`config.mk`:
```
export PLATFORM = sky130hd
export DESIGN_NAME = fru_pla_cfg_loader
export DESIGN_NICKNAME = d
export VERILOG_FILES = /design/src/rtl/fru_pla_cfg_loader.sv
export SDC_FILE = /design/constraint.sdc
export NUM_CORES = 1
export LEC_CHECK = 0
export CORE_MARGIN = 3
export CORE_UTILIZATION = 36
export DETAILED_ROUTE_END_ITERATION = 8
export PLACE_DENSITY_LB_ADDON = 0.25
export SETUP_SLACK_MARGIN = 0.1
export SLEW_MARGIN = 20
export SYNTH_ARGS = -nofsm -noshare
export SYNTH_HDL_FRONTEND = slang
export SYNTH_SLANG_ARGS = --single-unit
```
`constraint.sdc`:
```
create_clock -name clk -period 1.5 [get_ports clk]
set_input_delay 0.45 -clock clk [delete_from_list [all_inputs] [get_ports clk]]
set_output_delay 0.45 -clock clk [all_outputs]
set_load 0.005 [all_outputs]
```
`src/rtl/fru_pla_cfg_loader.sv`:
```
// Streams a packed PLA FruSelect configuration frame into a shadow register and commits it atomically.
// Optional FRU_CFG_PARITY_EN adds a CfgParity input; each word then carries even parity over CfgData.
module fru_pla_cfg_loader #(
  parameter int INPUT_SIZE   = 2,
  parameter int OUTPUT_SIZE  = 4,
  parameter int SEGMENT_SIZE = 2,
  parameter int CFG_WIDTH    = 8,
  localparam int MW     = (INPUT_SIZE > 1) ? $clog2(INPUT_SIZE) : 1,
  localparam int OW     = 2 ** SEGMENT_SIZE,
  localparam int E      = MW + OW,
  localparam int F      = OUTPUT_SIZE * E,
  localparam int NWORDS = (F + CFG_WIDTH - 1) / CFG_WIDTH
) (
  input  logic                                clk,
  input  logic                                rst_n,
  input  logic                                CfgValid,
  output logic                                CfgReady,
  input  logic [CFG_WIDTH-1:0]                CfgData,
  input  logic                                CfgLast,
  input  logic                                CfgLock,
  input  logic                                CfgErrClr,
`ifdef FRU_CFG_PARITY_EN
  input  logic                                CfgParity,
`endif
  output logic [OUTPUT_SIZE-1:0][MW-1:0]      RegMux,
  output logic [OUTPUT_SIZE-1:0][OW-1:0]      RegMintermORSelect,
  output logic                                CfgDone,
  output logic                                CfgErr
);

  localparam int CW = $clog2(NWORDS + 1);
  localparam int IW = (NWORDS > 1) ? $clog2(NWORDS) : 1;

  typedef enum logic [1:0] {IDLE, LOAD, COMMIT, DRAIN} state_t;

  state_t                             state;
  logic [CW-1:0]                      cnt;
  logic [CW-1:0]                      cnt_inc;
  logic [NWORDS-1:0][CFG_WIDTH-1:0]   shadow;
  logic [NWORDS*CFG_WIDTH-1:0]        frame;
  logic                               xfer;
  logic                               par_err;

`ifdef FRU_CFG_PARITY_EN
  assign par_err = (CfgParity != ^CfgData);
`else
  assign par_err = 1'b0;
`endif

  assign CfgReady = (state != COMMIT);
  assign xfer     = CfgValid && CfgReady;
  assign cnt_inc  = cnt + 1'b1;
  assign frame    = shadow;

  always_ff @(posedge clk) begin
    if (!rst_n) begin
      state              <= IDLE;
      cnt                <= '0;
      shadow             <= '0;
      RegMux             <= '0;
      RegMintermORSelect <= '0;
      CfgDone            <= 1'b0;
      CfgErr             <= 1'b0;
    end else begin
      CfgDone <= 1'b0;
      // Clear first so that any error raised below in the same cycle wins.
      if (CfgErrClr) CfgErr <= 1'b0;

      case (state)
        IDLE: begin
          if (xfer) begin
            if (CfgLock || par_err) begin
              CfgErr <= 1'b1;
              state  <= CfgLast ? IDLE : DRAIN;
            end else if (NWORDS == 1) begin
              shadow[0] <= CfgData;
              cnt       <= CW'(1);
              if (CfgLast) begin
                state <= COMMIT;
              end else begin
                CfgErr <= 1'b1;
                state  <= DRAIN;
              end
            end else if (CfgLast) begin
              CfgErr <= 1'b1;
              shadow <= '0;
              cnt    <= '0;
              state  <= IDLE;
            end else begin
              shadow[0] <= CfgData;
              cnt       <= CW'(1);
              state     <= LOAD;
            end
          end
        end

        LOAD: begin
          if (xfer) begin
            if (par_err) begin
              CfgErr <= 1'b1;
              shadow <= '0;
              cnt    <= '0;
              state  <= CfgLast ? IDLE : DRAIN;
            end else if (cnt_inc == CW'(NWORDS)) begin
              shadow[cnt[IW-1:0]] <= CfgData;
              cnt                 <= cnt_inc;
              if (CfgLast) begin
                state <= COMMIT;
              end else begin
                CfgErr <= 1'b1;
                state  <= DRAIN;
              end
            end else if (CfgLast) begin
              CfgErr <= 1'b1;
              shadow <= '0;
              cnt    <= '0;
              state  <= IDLE;
            end else begin
              shadow[cnt[IW-1:0]] <= CfgData;
              cnt                 <= cnt_inc;
            end
          end
        end

        COMMIT: begin
          for (int k = 0; k < OUTPUT_SIZE; k++) begin
            RegMux[k]             <= frame[k*E +: MW];
            RegMintermORSelect[k] <= frame[k*E+MW +: OW];
          end
          CfgDone <= 1'b1;
          cnt     <= '0;
          state   <= IDLE;
        end

        DRAIN: begin
          if (xfer && CfgLast) state <= IDLE;
        end

        default: state <= IDLE;
      endcase
    end
  end

endmodule

```
# Word-level counts from Yosys, hierarchy flattened
# Cells that the tools add are included.
# W data, S select, Z words.
[totals]
regBits = 50
latchBits = 0
ramBits = 0
mem_bits_ro = 0
elab_cells = 75
memories = 0
[classes]
add_sub_neg = 1
mul = 0
div = 0
order_cmp = 2
eq_ne = 11
shift = 0
n_mux = 36
bitwise_logic = 0
n_reduce_logical = 10
[ops]
columns = ["cell", "count"]
rows = [
  ["$mux W24", 5],
  ["$pmux W24 S2", 1],
  ["$bwmux W24", 1],
  ["$mux W2", 12],
  ["$demux W8 S2", 1],
  ["$mux W16", 1],
  ["$mux W8", 2],
  ["$ne A2 B2 Y1 const B", 6],
  ["$reduce_and A4 Y1", 3],
  ["$mux W1", 10],
  ["$pmux W2 S4", 1],
  ["$eq A2 B2 Y1 const B", 3],
  ["$pmux W2 S3", 1],
  ["$reduce_and A5 Y1", 1],
  ["$logic_and A1 B1 Y1", 3],
  ["$lt A2 B3 Y1 const B", 1],
  ["$ne A3 B3 Y1 const B", 1],
  ["$reduce_bool A3 Y1", 1],
  ["$add A2 B1 Y2 const B", 1],
  ["$eq A2 B1 Y1 const B", 1],
  ["$ge A2 B1 Y1 const B", 1],
  ["$logic_not A2 Y1", 1],
  ["$pmux W1 S2", 1],
  ["$reduce_bool A2 Y1", 1],
]

# Longest topological paths before layout
# Gate-level depths: netlist of run 1.
[logic_depth]
word_depth = 9
mapped_depth = 7
depth_no_buf = 6

# Least setup slack after synthesis of run 1
# No wires, ideal clock.
[synth_path]
path_kind = "register to register"
startpoint = "register state[0]"
endpoint = "register shadow (netlist bit frame[4])"
setup_time_ns = 0.075
t_arrival_ns = 1.479
setup_slack_ns = -0.054
stages_incl_launch_ff = 8
synth_period_minus_slack_ns = 1.554
path_cell_list = "dfxtp_1 -> inv_1 -> ha_1 -> buf_2 -> nor2b_4 -> nand3_1 -> a211o_1 -> o22ai_1"
[synth_via]
elab_chain_len = 4
word_cells_on_any_way = 10
[synth_rtl]
columns = ["item", "line", "text"]
rows = [
  ["from (decl)", "36", "state_t state;"],
  ["from (signal assigned)", "74", "state <= CfgLast ? IDLE : DRAIN;"],
  ["from (signal assigned)", "103", "state <= CfgLast ? IDLE : DRAIN;"],
  ["$ne A2 B2 Y1", "50", "assign CfgReady = (state != COMMIT);"],
  ["$logic_and A1 B1 Y1", "51", "assign xfer = CfgValid && CfgReady;"],
  ["$ne A2 B2 Y1 (no source line)", "-", ""],
  ["$reduce_and A4 Y1 (no source line)", "-", ""],
  ["to (signal, indexed assignment)", "105", "shadow[cnt[IW-1:0]] <= CfgData;"],
  ["to (signal, indexed assignment)", "119", "shadow[cnt[IW-1:0]] <= CfgData;"],
  ["to (decl)", "39", "logic [NWORDS-1:0][CFG_WIDTH-1:0] shadow;"],
]
# Several ways; a longest one is shown, not always the timed one.
# A chain may end at the register's enable or synchronous reset.

# Final worst setup path of run 1
[layout_path]
startpoint = "register state[0]"
endpoint = "register shadow (netlist bit frame[3])"
# The elaborated chain is that of the path after synthesis.

==> results of run 1 <==
stage by stage:
| stage | TNS (ns) | instance area [sq um] |
|---|---|---|
| global route | -2.05 | 2990 |
| detailed placement | -8.28 | 2580 |
| finish | -0.455 | 2990 |
| floorplan | 0 | 1980 |
| global placement | -7.74 | 2580 |
| CTS | -0.110 | 2880 |
sequential cells by signal (all words and copies together), names as in the netlist:
| name | flops |
|---|---|
| RegMintermORSelect | 16 |
| CfgErr | 1 |
| RegMux | 4 |
| cnt | 2 |
| CfgDone | 1 |
| state | 2 |
| frame | 20 |
layout by cell type (no fill, tap or decap), types with 2 or more instances in the layout:
| cell type | instances |
|---|---|
| sky130_fd_sc_hd__dfxtp_2 | 20 |
| sky130_fd_sc_hd__o22ai_2 | 8 |
| sky130_fd_sc_hd__ha_4 | 4 |
| sky130_fd_sc_hd__ha_1 | 3 |
| sky130_fd_sc_hd__inv_2 | 4 |
| sky130_fd_sc_hd__buf_12 | 2 |
| sky130_fd_sc_hd__o22ai_1 | 12 |
| sky130_fd_sc_hd__a21oi_2 | 4 |
| sky130_fd_sc_hd__inv_1 | 2 |
| sky130_fd_sc_hd__buf_4 | 29 |
| sky130_fd_sc_hd__nor2b_1 | 21 |
| sky130_fd_sc_hd__dfxtp_1 | 26 |
| sky130_fd_sc_hd__nand2_1 | 38 |
| sky130_fd_sc_hd__clkbuf_8 | 5 |
| sky130_fd_sc_hd__mux2i_1 | 22 |
| sky130_fd_sc_hd__o21ai_2 | 3 |
| sky130_fd_sc_hd__dlygate4sd2_1 | 24 |
| sky130_fd_sc_hd__nand3_1 | 2 |
| sky130_fd_sc_hd__clkdlybuf4s50_1 | 11 |
| sky130_fd_sc_hd__buf_6 | 6 |
| sky130_fd_sc_hd__o211ai_1 | 2 |
layout make-up:
class,count,share of cell area [%]
clock buffers,5,2.30
repair buffers,72,21.6
flip-flops and latches,46,31.6
multi-input cells,144,39.7
inverters,7,1.13
well taps,70,2.93
clock inverters,3,0.711
synth_stat cells:
| cell type | count |
|---|---|
| sky130_fd_sc_hd__a21boi_0 | 1 |
| sky130_fd_sc_hd__and2_1 | 1 |
| sky130_fd_sc_hd__nor2b_1 | 21 |
| sky130_fd_sc_hd__o22ai_1 | 20 |
| sky130_fd_sc_hd__a21oi_2 | 1 |
| sky130_fd_sc_hd__clkbuf_1 | 5 |
| sky130_fd_sc_hd__nor2b_4 | 1 |
| sky130_fd_sc_hd__o21ai_0 | 5 |
| sky130_fd_sc_hd__a21oi_1 | 4 |
| sky130_fd_sc_hd__xor2_1 | 1 |
| sky130_fd_sc_hd__o31ai_1 | 1 |
| sky130_fd_sc_hd__nor2_1 | 2 |
| sky130_fd_sc_hd__o211a_1 | 2 |
| sky130_fd_sc_hd__o22ai_2 | 1 |
| sky130_fd_sc_hd__nand2b_1 | 2 |
| sky130_fd_sc_hd__a211o_1 | 1 |
| sky130_fd_sc_hd__o21a_1 | 1 |
| sky130_fd_sc_hd__o211ai_1 | 2 |
| sky130_fd_sc_hd__nand2_1 | 39 |
| sky130_fd_sc_hd__nand3b_1 | 1 |
| sky130_fd_sc_hd__o41ai_1 | 1 |
| sky130_fd_sc_hd__nand4_1 | 1 |
| sky130_fd_sc_hd__ha_1 | 8 |
| sky130_fd_sc_hd__mux2i_1 | 22 |
| sky130_fd_sc_hd__or2_1 | 1 |
| sky130_fd_sc_hd__dfxtp_1 | 46 |
| sky130_fd_sc_hd__buf_2 | 5 |
| sky130_fd_sc_hd__nand3_1 | 3 |
| sky130_fd_sc_hd__inv_1 | 7 |
| sky130_fd_sc_hd__nand4_2 | 1 |
worst paths after layout:
| kind | endpoint | slack, ns | cells past startpoint | start |
|---|---|---|---|---|
| min reg2reg | frame[16] | 0.48 | 2 | frame[16] |
| min | frame[16] | 0.48 | 2 | frame[16] |
| max reg2reg | frame[3] | -0.08 | 8 | state[0] |
| max | frame[3] | -0.08 | 8 | state[0] |
per-layer routing:
metal | wire [um] | GRT usage (%)
met1 | 2300 | 21.4
met2 | 2380 | 28.0
met3 | 201 | 3.05
met4 | 107 | 7.22
met5 | 0 | 0
tightest hold or removal path: stages (launching register included):
cell                      delay [ns]
sky130_fd_sc_hd__dfxtp_1        0.32
sky130_fd_sc_hd__nand2_1        0.05
sky130_fd_sc_hd__o22ai_1        0.06
where the power goes:
part	internal (W)	total, W	switching (W)	leakage [nW]
Clock	0.000328	0.000779	0.000451	0.0441
Combinational	0.000305	0.000593	0.000288	0.767
Sequential	0.00125	0.00126	0.0000161	0.382
Total	0.00188	0.00264	0.000755	1.19
kinds of logic (layout without fill, tap and decap cells):
group / Yosys count / after routing / synth area share [%]
adder cells (fa/ha/maj): 8 / 8 / 5.13
buffers and inverters: 17 / 87 / 3.59
multiplexers: 22 / 22 / 11.3
AND/OR/NAND/NOR: 73 / 73 / 18.7
AO/OA/AOI/OAI: 40 / 40 / 13.7
XOR/XNOR: 1 / 1 / 0.449
flip-flops: 46 / 46 / 47.2
timing repair:
item | CTS | global route
setup buffers | 9 | 2
gates resized for setup | 83 | 22
endpoints found under the hold margin | 0 | 0
setup endpoints to repair | 47 | 27
pin swaps | 13 | 11
==> Flow_metrics.wiki, run 1 <==
{| class="wikitable"
! Metric !! Value
|-
| Headroom to the max-slew limit || between 80% and 90%
|-
| Initial antenna violation count || 0
|-
| Max Cap Violations || 0
|-
| Setup-violating endpoint count in the final report || 15
|-
| Cell at the root of the clock tree || sky130_fd_sc_hd__clkbuf_8
|-
| Worst setup margin || -0.0785 ns
|-
| Area occupied by registers || 946 sq um
|-
| Synth top area share || 47.2%
|-
| Share of post-route cells with drive strength above 1 || between 30% and 40%
|-
| Max FO, Critical Path || 8
|-
| Maximum single-stage delay on the critical path || 0.34 ns
|-
| Req. time, crit path || between 1.5 and 2 ns
|-
| Net total in the final layout || ~300
|-
| Clock sink count || 46
|-
| Worst Clk Skew || 0.00708 ns
|-
| WP data arrival || 1.82 ns
|-
| Number of warnings reported in the yosys synthesis log || 0
|-
| CTS Buf Count || 5
|-
| Setup slack after placement || -0.378 ns
|-
| Post-synth design cell area || 1950 sq um
|-
| Crit path max-delay cell type || sky130_fd_sc_hd__a211o_4
|-
| Slew Limit Fails || 0
|-
| Count of input and output buffers || 36
|-
| Delay-heaviest family, CP || compound AO/OA/AOI/OAI gates
|-
| Final Routed Wirelength || 4.98 mm
|-
| Count of endpoints failing hold in the final timing report || 0
|-
| Final critical-path share of the clock period || 105%
|-
| Clock tree from TritonCTS || done
|-
| Level count of the clock H-tree || 2
|-
| Worst hold slack after final layout || 0.481 ns
|-
| GR Util All Layers || between 10% and 20%
|-
| Final RePlAce weighted congestion || ~0.84
|-
| Worst IR drop on VDD || 447 uV
|-
| Placeable core area || 5170 sq um
|-
| Worst min path class || flop to flop
|-
| Initial cell density of the core || 37.7%
|-
| Total congestion overflow after global routing || 0
|-
| Violation count after the first detailed-route iteration || 114
|-
| Number of diodes added for antenna fixing || 0
|-
| Net count after synthesis || about 230
|-
| Placement Rows || 26
|-
| Hold buffer count at cts || 0
|-
| Sum of net half-perimeters after detailed placement || 3.25 mm
|-
| Violated checks || setup timing
|-
| Placed cell count || approximately 330
|-
| Cell-by-cell listing of the critical path || inv_2, buf_6, ha_4, or2_4, buf_6, nand3_4, a211o_4, o22ai_2
|-
| Area taken by multi-input logic gates || roughly 1200 sq um
|-
| DIE AREA || 6340 sq um
|-
| Kind of critical path || flop to flop
|-
| Clock Path Buffers || 2
|-
| Critical Path Sink Type || flop
|-
| Cell variety after synth || 30
|-
| Count of boundary I/O pins || 37
|-
| Most prevalent standard cell on the critical path || sky130_fd_sc_hd__buf_6
|-
| Setup repair after global routing missed its margin || yes
|-
| Layout area overhead || 53.2%
|-
| Part of the Yosys area used for sequential elements || 47.2%
|-
| Top post-synthesis cells by area || sky130_fd_sc_hd__dfxtp_1 47%, sky130_fd_sc_hd__mux2i_1 11%, sky130_fd_sc_hd__nand2_1 7.5%, sky130_fd_sc_hd__nor2b_1 6.7%, sky130_fd_sc_hd__o22ai_1 6.4%
|-
| TritonRoute pass-1 iters || 5
|-
| Layout Utilization || a little under 60%
|-
| Largest area contributor in the netlist || sky130_fd_sc_hd__dfxtp_1
|-
| Worst-Margin Slew || ~0.30 ns
|-
| Final critical delay including setup and external delays || 1.58 ns
|-
| Maximum number of pins on one net before global-route repair || 24
|-
| Number of synthesized register bits || 46
|-
| Max frequency || between 600 and 700 MHz
|-
| Latest clock arrival within the worst-skew pair || 0.31 ns
|-
| Power after layout || roughly 0.0026 W
|-
| Power per cell area || slightly below 900 nW/um^2
|-
| Drt wl/cell || 14.4 um
|-
| Vias in the first global route || between 1,500 and 2,000
|-
| Non-filler instance count after layout || 347
|-
| Count of vias placed by the detailed router || 1,690
|-
| Horizontal die dimension || 79.6 um
|-
| Outcome || finished, violations left
|-
| Clock-pin slew on the worst setup and hold paths || 0.09 ns
|-
| Count of filler cells inserted in the layout || 453
|-
| Post-detailed-route count of antenna-violating nets || 0
|-
| Worst setup SP type || flop
|-
| Post-synthesis average cell area || approximately 9.4 sq um
|-
| Via/cell ratio || slightly below 5
|-
| Final routed DRC violation total || 0
|-
| Global-route wire length before repair || 8.31 mm
|-
| Chip Height || around 80 um
|-
| Static leakage power || 1.19 nW
|-
| Number of instances in the synthesized netlist || 207
|-
| Bufs and invs on worst path || 3
|}
Power figures use the tool's default switching activity.
==> run 2, diff against run 1 <==
--- a/config.mk
+++ b/config.mk
@@ -8,9 +8,10 @@
 export CORE_MARGIN = 3
 export CORE_UTILIZATION = 36
 export DETAILED_ROUTE_END_ITERATION = 8
+export MAX_ROUTING_LAYER = met4
 export PLACE_DENSITY_LB_ADDON = 0.25
 export SETUP_SLACK_MARGIN = 0.1
-export SLEW_MARGIN = 20
+export SLEW_MARGIN = 10
 export SYNTH_ARGS = -nofsm -noshare
 export SYNTH_HDL_FRONTEND = slang
 export SYNTH_SLANG_ARGS = --single-unit
==> Flow_metrics.wiki, run 2 (synthesized netlist as in run 1, its figures left out) <==
{| class="wikitable"
! Metric !! Value
|-
| Initial antenna violation count || 0 (unchanged)
|-
| Worst min path class || flop to flop
|-
| Clock tree from TritonCTS || done
|-
| Slack of the worst reg-to-reg path || -0.08 ns (about the same)
|-
| Max Cap Violations || 0 (unchanged)
|-
| Number of diodes added for antenna fixing || 0 (unchanged)
|-
| Chip Height || 79.6 um (unchanged)
|-
| Top library cells by usage in the layout, fill and taps aside || 38 x sky130_fd_sc_hd__nand2_1, 29 x sky130_fd_sc_hd__buf_4, 26 x sky130_fd_sc_hd__dfxtp_1
|-
| DIE AREA || 6340 sq um (unchanged)
|-
| Share of post-route cells with drive strength above 1 || 37.5% (unchanged)
|-
| Headroom to the max-slew limit || 80.1% (unchanged)
|-
| RR Startpoint || state[0]
|-
| Clock-pin slew on the worst setup and hold paths || 0.09 ns (about the same)
|-
| R2R Path End || frame[3]
|-
| Maximum number of pins on one net before global-route repair || 24 (unchanged)
|-
| Req. time, crit path || 1.74 ns (about the same)
|-
| Violated checks || setup timing
|-
| Worst Clk Skew || 0.00711 ns (+0.0000280 ns)
|-
| Worst-Margin Slew || 0.299 ns (unchanged)
|-
| Net total in the final layout || 298 (unchanged)
|-
| Placed cell count || 329 (unchanged)
|-
| Drt wl/cell || 14.4 um (+0.14%)
|-
| Max reg flops || 20 (unchanged)
|-
| Setup-violating endpoint count in the final report || 15 (unchanged)
|-
| Vias in the first global route || 1,718 (-0.23%)
|-
| Layout Utilization || 57.8% (unchanged)
|-
| Count of boundary I/O pins || 37 (unchanged)
|-
| Cell at the root of the clock tree || sky130_fd_sc_hd__clkbuf_8
|-
| Count of vias placed by the detailed router || 1,694 (+0.24%)
|-
| Latest clock arrival within the worst-skew pair || 0.31 ns (about the same)
|-
| Post-route design area || 2990 sq um (unchanged)
|-
| Power after layout || 0.00264 W (about the same)
|-
| Count of input and output buffers || 36 (unchanged)
|-
| Worst IR drop on VDD || 447 uV (-0.16%)
|-
| Power per cell area || 881 nW/um^2 (about the same)
|-
| Critical Path Sink Type || flop
|-
| Post-detailed-route count of antenna-violating nets || 0 (unchanged)
|-
| Total congestion overflow after global routing || 0 (unchanged)
|-
| Via/cell ratio || 4.88 (+0.24%)
|-
| Max FO, Critical Path || 8 (unchanged)
|-
| Violation count after the first detailed-route iteration || 100 (-12%)
|-
| Horizontal die dimension || 79.6 um (unchanged)
|-
| Global-route wire length before repair || 8.33 mm (+0.25%)
|-
| Final Routed Wirelength || 4.99 mm (+0.14%)
|-
| Final critical delay including setup and external delays || 1.58 ns (+0.000598 ns)
|-
| Count of endpoints failing hold in the final timing report || 0 (unchanged)
|-
| Slew Limit Fails || 0 (unchanged)
|-
| TritonRoute pass-1 iters || 4 (-1)
|-
| Layout area overhead || 53.2% (unchanged)
|-
| Uppermost signal routing layer after detailed routing || met4
|-
| Wire length on met3 || 202 um (+0.50%)
|-
| Clock Path Buffers || 2 (unchanged)
|-
| Wire length on met1 || 2.31 mm (+0.65%)
|-
| Placement Rows || 26 (unchanged)
|-
| Static leakage power || 1.19 nW (unchanged)
|-
| Setup repair after global routing missed its margin || yes
|-
| Worst hold start || frame[16]
|-
| Worst setup margin || -0.0791 ns (-0.000598 ns)
|-
| Hold worst-path end || frame[16]
|-
| Cell count of the worst reg-to-reg path || 8 (unchanged)
|-
| Met2 wirelength from detailed routing || 2.37 mm (-0.55%)
|-
| GR Util All Layers || 17.4% (+0.48 points)
|-
| Non-filler instance count after layout || 347 (unchanged)
|-
| Placed instance area || 2580 sq um (unchanged)
|-
| Final RePlAce weighted congestion || 0.853 (+1.5%)
|-
| Level count of the clock H-tree || 2 (unchanged)
|-
| Kind of critical path || flop to flop
|-
| Final routed DRC violation total || 0 (unchanged)
|-
| WP data arrival || 1.81 ns (about the same)
|-
| Most common cell after layout, fill and taps aside || sky130_fd_sc_hd__nand2_1
|-
| CTS Buf Count || 5 (unchanged)
|-
| Initial cell density of the core || 37.7% (unchanged)
|-
| Placeable core area || 5170 sq um (unchanged)
|-
| Outcome || finished, violations left
|-
| Sum of net half-perimeters after detailed placement || 3.25 mm (unchanged)
|-
| Number of cells traversed by the worst hold path || 2 (unchanged)
|-
| Clock sink count || 46 (unchanged)
|-
| Worst setup SP type || flop
|-
| Max frequency || 633 MHz (about the same)
|-
| Final critical-path share of the clock period || 105% (about the same)
|-
| Worst hold slack after final layout || 0.481 ns (+0.0000270 ns)
|}
## run 2: what timing repair did
action                     CTS  global route
buffers inserted             9             2
cloned                       0             0
resized for setup           83            22
setup endpoints to repair   47            27
pin swaps                   13            11
hold buffers                 0             0
## run 2: where the power goes
part / switching [W] / internal [W] / total (W)
clock network: 0.000451 / 0.000328 / 0.000779
logic: 0.000288 / 0.000305 / 0.000593
registers: 0.0000160 / 0.00125 / 0.00126
total: 0.000755 / 0.00188 / 0.00264
## run 2: worst max-delay path by stage
stage                     startpoint         to  depth (start not counted)
final                       state[0]   frame[3]                          8
after global routing        state[0]   frame[3]                          8
after detailed placement     CfgLast  frame[10]                          5
after floorplan             state[0]   frame[0]                          7
after CTS                   state[0]   frame[3]                          8
after global placement       CfgLast  frame[15]                          5
## run 2: layer usage
metal / global-route usage, % / up-vias
li1: - / 850
met1: 21.6 / 798
met2: 27.9 / 37
met3: 3.05 / 9
met4: 7.22 / 0
met5: - / -
## run 2: area by class of cell
class / count / area [sq um]
Multi-Input combinational cell: 144 / 1190
Sequential cell: 46 / 946
Inverter: 7 / 33.8
Timing Repair Buffer: 72 / 646
Clock buffer: 5 / 68.8
Fill cell: 453 / 2180
Clock inverter: 3 / 21.3
Tap cell: 70 / 87.6
## run 2: per-stage QoR
| step | worst slack, ns | TNS (ns) |
|---|---|---|
| 6_report | -0.0791 | -0.477 |
| 5_1_grt | -0.143 | -2.05 |
| 4_1_cts | -0.0205 | -0.110 |
| 3_5_place_dp | -0.378 | -8.28 |
| 3_3_place_gp | -0.367 | -7.74 |
| 2_1_floorplan | 0.0196 | 0 |
## run 2: critical path: stages, from the launching register on
cell and delay, ns:
sky130_fd_sc_hd__dfxtp_2 0.33, sky130_fd_sc_hd__inv_2 0.07, sky130_fd_sc_hd__buf_6 0.10, sky130_fd_sc_hd__ha_4 0.16, sky130_fd_sc_hd__or2_4 0.14, sky130_fd_sc_hd__buf_6 0.11
sky130_fd_sc_hd__nand3_4 0.08, sky130_fd_sc_hd__a211o_4 0.33, sky130_fd_sc_hd__o22ai_2 0.19
==> run 3, diff against run 2 <==
--- a/config.mk
+++ b/config.mk
@@ -6,11 +6,11 @@
 export NUM_CORES = 1
 export LEC_CHECK = 0
 export CORE_MARGIN = 3
-export CORE_UTILIZATION = 36
+export CORE_UTILIZATION = 41
 export DETAILED_ROUTE_END_ITERATION = 8
 export MAX_ROUTING_LAYER = met4
-export PLACE_DENSITY_LB_ADDON = 0.25
-export SETUP_SLACK_MARGIN = 0.1
+export PLACE_DENSITY_LB_ADDON = 0.1
+export SETUP_SLACK_MARGIN = 0.02
 export SLEW_MARGIN = 10
 export SYNTH_ARGS = -nofsm -noshare
 export SYNTH_HDL_FRONTEND = slang
==> Flow_metrics.wiki, run 3 (synthesized netlist as in run 1, its figures left out) <==
{| class="wikitable"
! Metric !! Value
|-
| Final RePlAce weighted congestion || 0.849 (-0.52%)
|-
| Uppermost signal routing layer after detailed routing || met4
|-
| Worst setup margin || -0.0454 ns (+0.0337 ns)
|-
| Initial cell density of the core || 43.6% (+5.9 points)
|-
| Total congestion overflow after global routing || 0 (unchanged)
|-
| Clock sink count || 46 (unchanged)
|-
| Net total in the final layout || 295 (-1.0%)
|-
| Final Routed Wirelength || 4.58 mm (-8.2%)
|-
| Violated checks || setup timing
|-
| Violation count after the first detailed-route iteration || 31 (-69%)
|-
| Sum of net half-perimeters after detailed placement || 3.22 mm (-1.0%)
|-
| Count of endpoints failing hold in the final timing report || 0 (unchanged)
|-
| Chip Height || 75.0 um (-5.8%)
|-
| Most common cell after layout, fill and taps aside || sky130_fd_sc_hd__nand2_1
|-
| Kind of critical path || primary input to flop
|-
| Latest clock arrival within the worst-skew pair || 0.29 ns (-0.02 ns)
|-
| Wire length on met3 || 146 um (-28%)
|-
| Area taken by multi-input logic gates || 1150 sq um (-3.5%)
|-
| Outcome || finished, violations left
|-
| Clock Path Buffers || 2 (unchanged)
|-
| GR Util All Layers || 17.9% (+0.55 points)
|-
| Hold buffer count at cts || 0 (unchanged)
|-
| WP data arrival || 1.77 ns (-0.04 ns)
|-
| Max Cap Violations || 0 (unchanged)
|-
| R2R Path End || frame[1]
|-
| Cell at the root of the clock tree || sky130_fd_sc_hd__clkbuf_8
|-
| Final critical delay including setup and external delays || 1.55 ns (-0.0337 ns)
|-
| TritonRoute pass-1 iters || 4 (unchanged)
|-
| Static leakage power || 1.17 nW (-2.1%)
|-
| Placeable core area || 4470 sq um (-13%)
|-
| Area occupied by registers || 940 sq um (-0.66%)
|-
| Worst IR drop on VDD || 535 uV (+20%)
|-
| Final critical-path share of the clock period || 103% (-2.2 points)
|-
| Slack of the worst reg-to-reg path || 0 ns (+0.08 ns)
|-
| Vias in the first global route || 1,589 (-7.5%)
|-
| Worst min path class || flop to flop
|-
| Worst Clk Skew || 0.00814 ns (+0.00103 ns)
|-
| Critical Path Sink Type || flop
|-
| Met2 wirelength from detailed routing || 2.17 mm (-8.5%)
|-
| Worst setup path startpoint || CfgLock
|-
| Max FO, Critical Path || 8 (unchanged)
|-
| Layout area overhead || 48.4%
|-
| Cell count of the worst reg-to-reg path || 7 (-1)
|-
| Post-detailed-route count of antenna-violating nets || 0 (unchanged)
|-
| RR Startpoint || state[0]
|-
| Max frequency || 647 MHz (+2.2%)
|-
| Placed instance area || 2590 sq um (+0.19%)
|-
| Max reg flops || 20 (unchanged)
|-
| Horizontal die dimension || 75.0 um (-5.8%)
|-
| Power per cell area || 931 nW/um^2 (+5.7%)
|-
| Top library cells by usage in the layout, fill and taps aside || 37 x sky130_fd_sc_hd__nand2_1, 33 x sky130_fd_sc_hd__dfxtp_1, 29 x sky130_fd_sc_hd__buf_4
|-
| Clock tree from TritonCTS || done
|-
| Number of diodes added for antenna fixing || 0 (unchanged)
|-
| Count of filler cells inserted in the layout || 377 (-17%)
|-
| Setup-violating endpoint count in the final report || 8 (-7)
|-
| Worst setup SP type || primary input
|-
| Placed cell count || 313 (-4.9%)
|-
| Placement Rows || 24 (-7.7%)
|-
| Wire length on met1 || 2.23 mm (-3.7%)
|-
| Level count of the clock H-tree || 2 (unchanged)
|-
| Count of vias placed by the detailed router || 1,638 (-3.3%)
|-
| Post-Route Setup TNS || -0.302 ns (+0.175 ns)
|-
| Share of post-route cells with drive strength above 1 || 31.8% (-5.8 points)
|-
| Global-route wire length before repair || 7.58 mm (-8.9%)
|-
| Non-filler instance count after layout || 326 (-6.1%)
|-
| Post-route design area || 2900 sq um (-3.1%)
|-
| Final routed DRC violation total || 0 (unchanged)
|-
| Termination of the worst setup path || frame[1]
|-
| CTS Buf Count || 5 (unchanged)
|-
| Initial antenna violation count || 0 (unchanged)
|-
| Maximum number of pins on one net before global-route repair || 27 (+13%)
|-
| Worst-Margin Slew || 0.314 ns (+0.0155 ns)
|-
| Drt wl/cell || 14.1 um (-2.3%)
|-
| Setup repair after global routing missed its margin || yes
|-
| Count of input and output buffers || 36 (unchanged)
|-
| Headroom to the max-slew limit || 79.0% (-1.0 points)
|-
| Setup slack after placement || -0.395 ns (-0.0166 ns)
|-
| Req. time, crit path || 1.72 ns (-0.02 ns)
|-
| Via/cell ratio || 5.02 (+2.9%)
|-
| Slew Limit Fails || 0 (unchanged)
|-
| DIE AREA || 5620 sq um (-11%)
|-
| Count of boundary I/O pins || 37 (unchanged)
|-
| Clock-pin slew on the worst setup and hold paths || 0.09 ns (about the same)
|}
==> run 3: changes by cell type in the layout (fill, tap and decap cells not counted), moves of 2 or more <==
cell	before	now
sky130_fd_sc_hd__dfxtp_1	26	33
sky130_fd_sc_hd__a21oi_1	1	3
sky130_fd_sc_hd__o21ai_0	1	3
sky130_fd_sc_hd__a21oi_2	4	2
sky130_fd_sc_hd__o22ai_2	8	11
sky130_fd_sc_hd__o21ai_2	3	1
sky130_fd_sc_hd__o22ai_1	12	9
sky130_fd_sc_hd__buf_6	6	2
sky130_fd_sc_hd__dfxtp_2	20	12
==> run 3: critical path, stage by stage <==
cell and delay, ns:
sky130_fd_sc_hd__clkdlybuf4s50_1 0.50, sky130_fd_sc_hd__nand2_1 0.19, sky130_fd_sc_hd__nand3_2 0.12, sky130_fd_sc_hd__a211o_4 0.35, sky130_fd_sc_hd__o22ai_1 0.16
==> run 3: final cells by class <==
class | instances | share of cell area, %
multi-input cells | 144 | 39.6
flip-flops and latches | 46 | 32.4
repair buffers | 69 | 21.0
clock buffers | 6 | 2.51
well taps | 52 | 2.25
clock inverters | 2 | 1.30
inverters | 7 | 0.994
==> run 3: timing repair <==
item | CTS | global route
pin swaps | 16 | 12
gates resized for setup | 66 | 13
endpoints found under the setup margin | 47 | 31
buffers inserted | 6 | 1
==> run 3: stage by stage <==
| stage | utilization [%] | total power [W] | hold slack, ns |
|---|---|---|---|
| after floorplan | - | 0.00152 | 0.446 |
| after global placement | 57.9 | 0.00171 | 0.466 |
| after detailed placement | 57.9 | 0.00171 | 0.468 |
| after CTS | 63.4 | 0.00268 | 0.480 |
| after global routing | 64.7 | 0.00281 | 0.500 |
| final | 64.7 | 0.00270 | 0.478 |
==> run 3: worst min-delay path by stage <==
| stage | start | to | slack [ns] | cells after the start |
|---|---|---|---|---|
| 2_1_floorplan | frame[12] | frame[12] | 0.45 | 2 |
| 3_3_place_gp | frame[17] | frame[17] | 0.47 | 2 |
| 3_5_place_dp | frame[16] | frame[16] | 0.47 | 2 |
| 4_1_cts | frame[17] | frame[17] | 0.48 | 2 |
| 5_1_grt | frame[16] | frame[16] | 0.50 | 2 |
| 6_report | frame[17] | frame[17] | 0.48 | 2 |
==> run 3: report_power, final <==
| group | internal (W) | switching (W) |
|---|---|---|
| clock network | 0.000497 | 0.000412 |
| logic | 0.000272 | 0.000254 |
| registers | 0.00125 | 0.0000166 |
==> run 3: per-layer routing <==
layer | global-route usage, % | vias up
li1 | - | 844
met1 | 24.7 | 762
met2 | 26.8 | 28
met3 | 3.87 | 4
met4 | 4.55 | 0
met5 | - | -
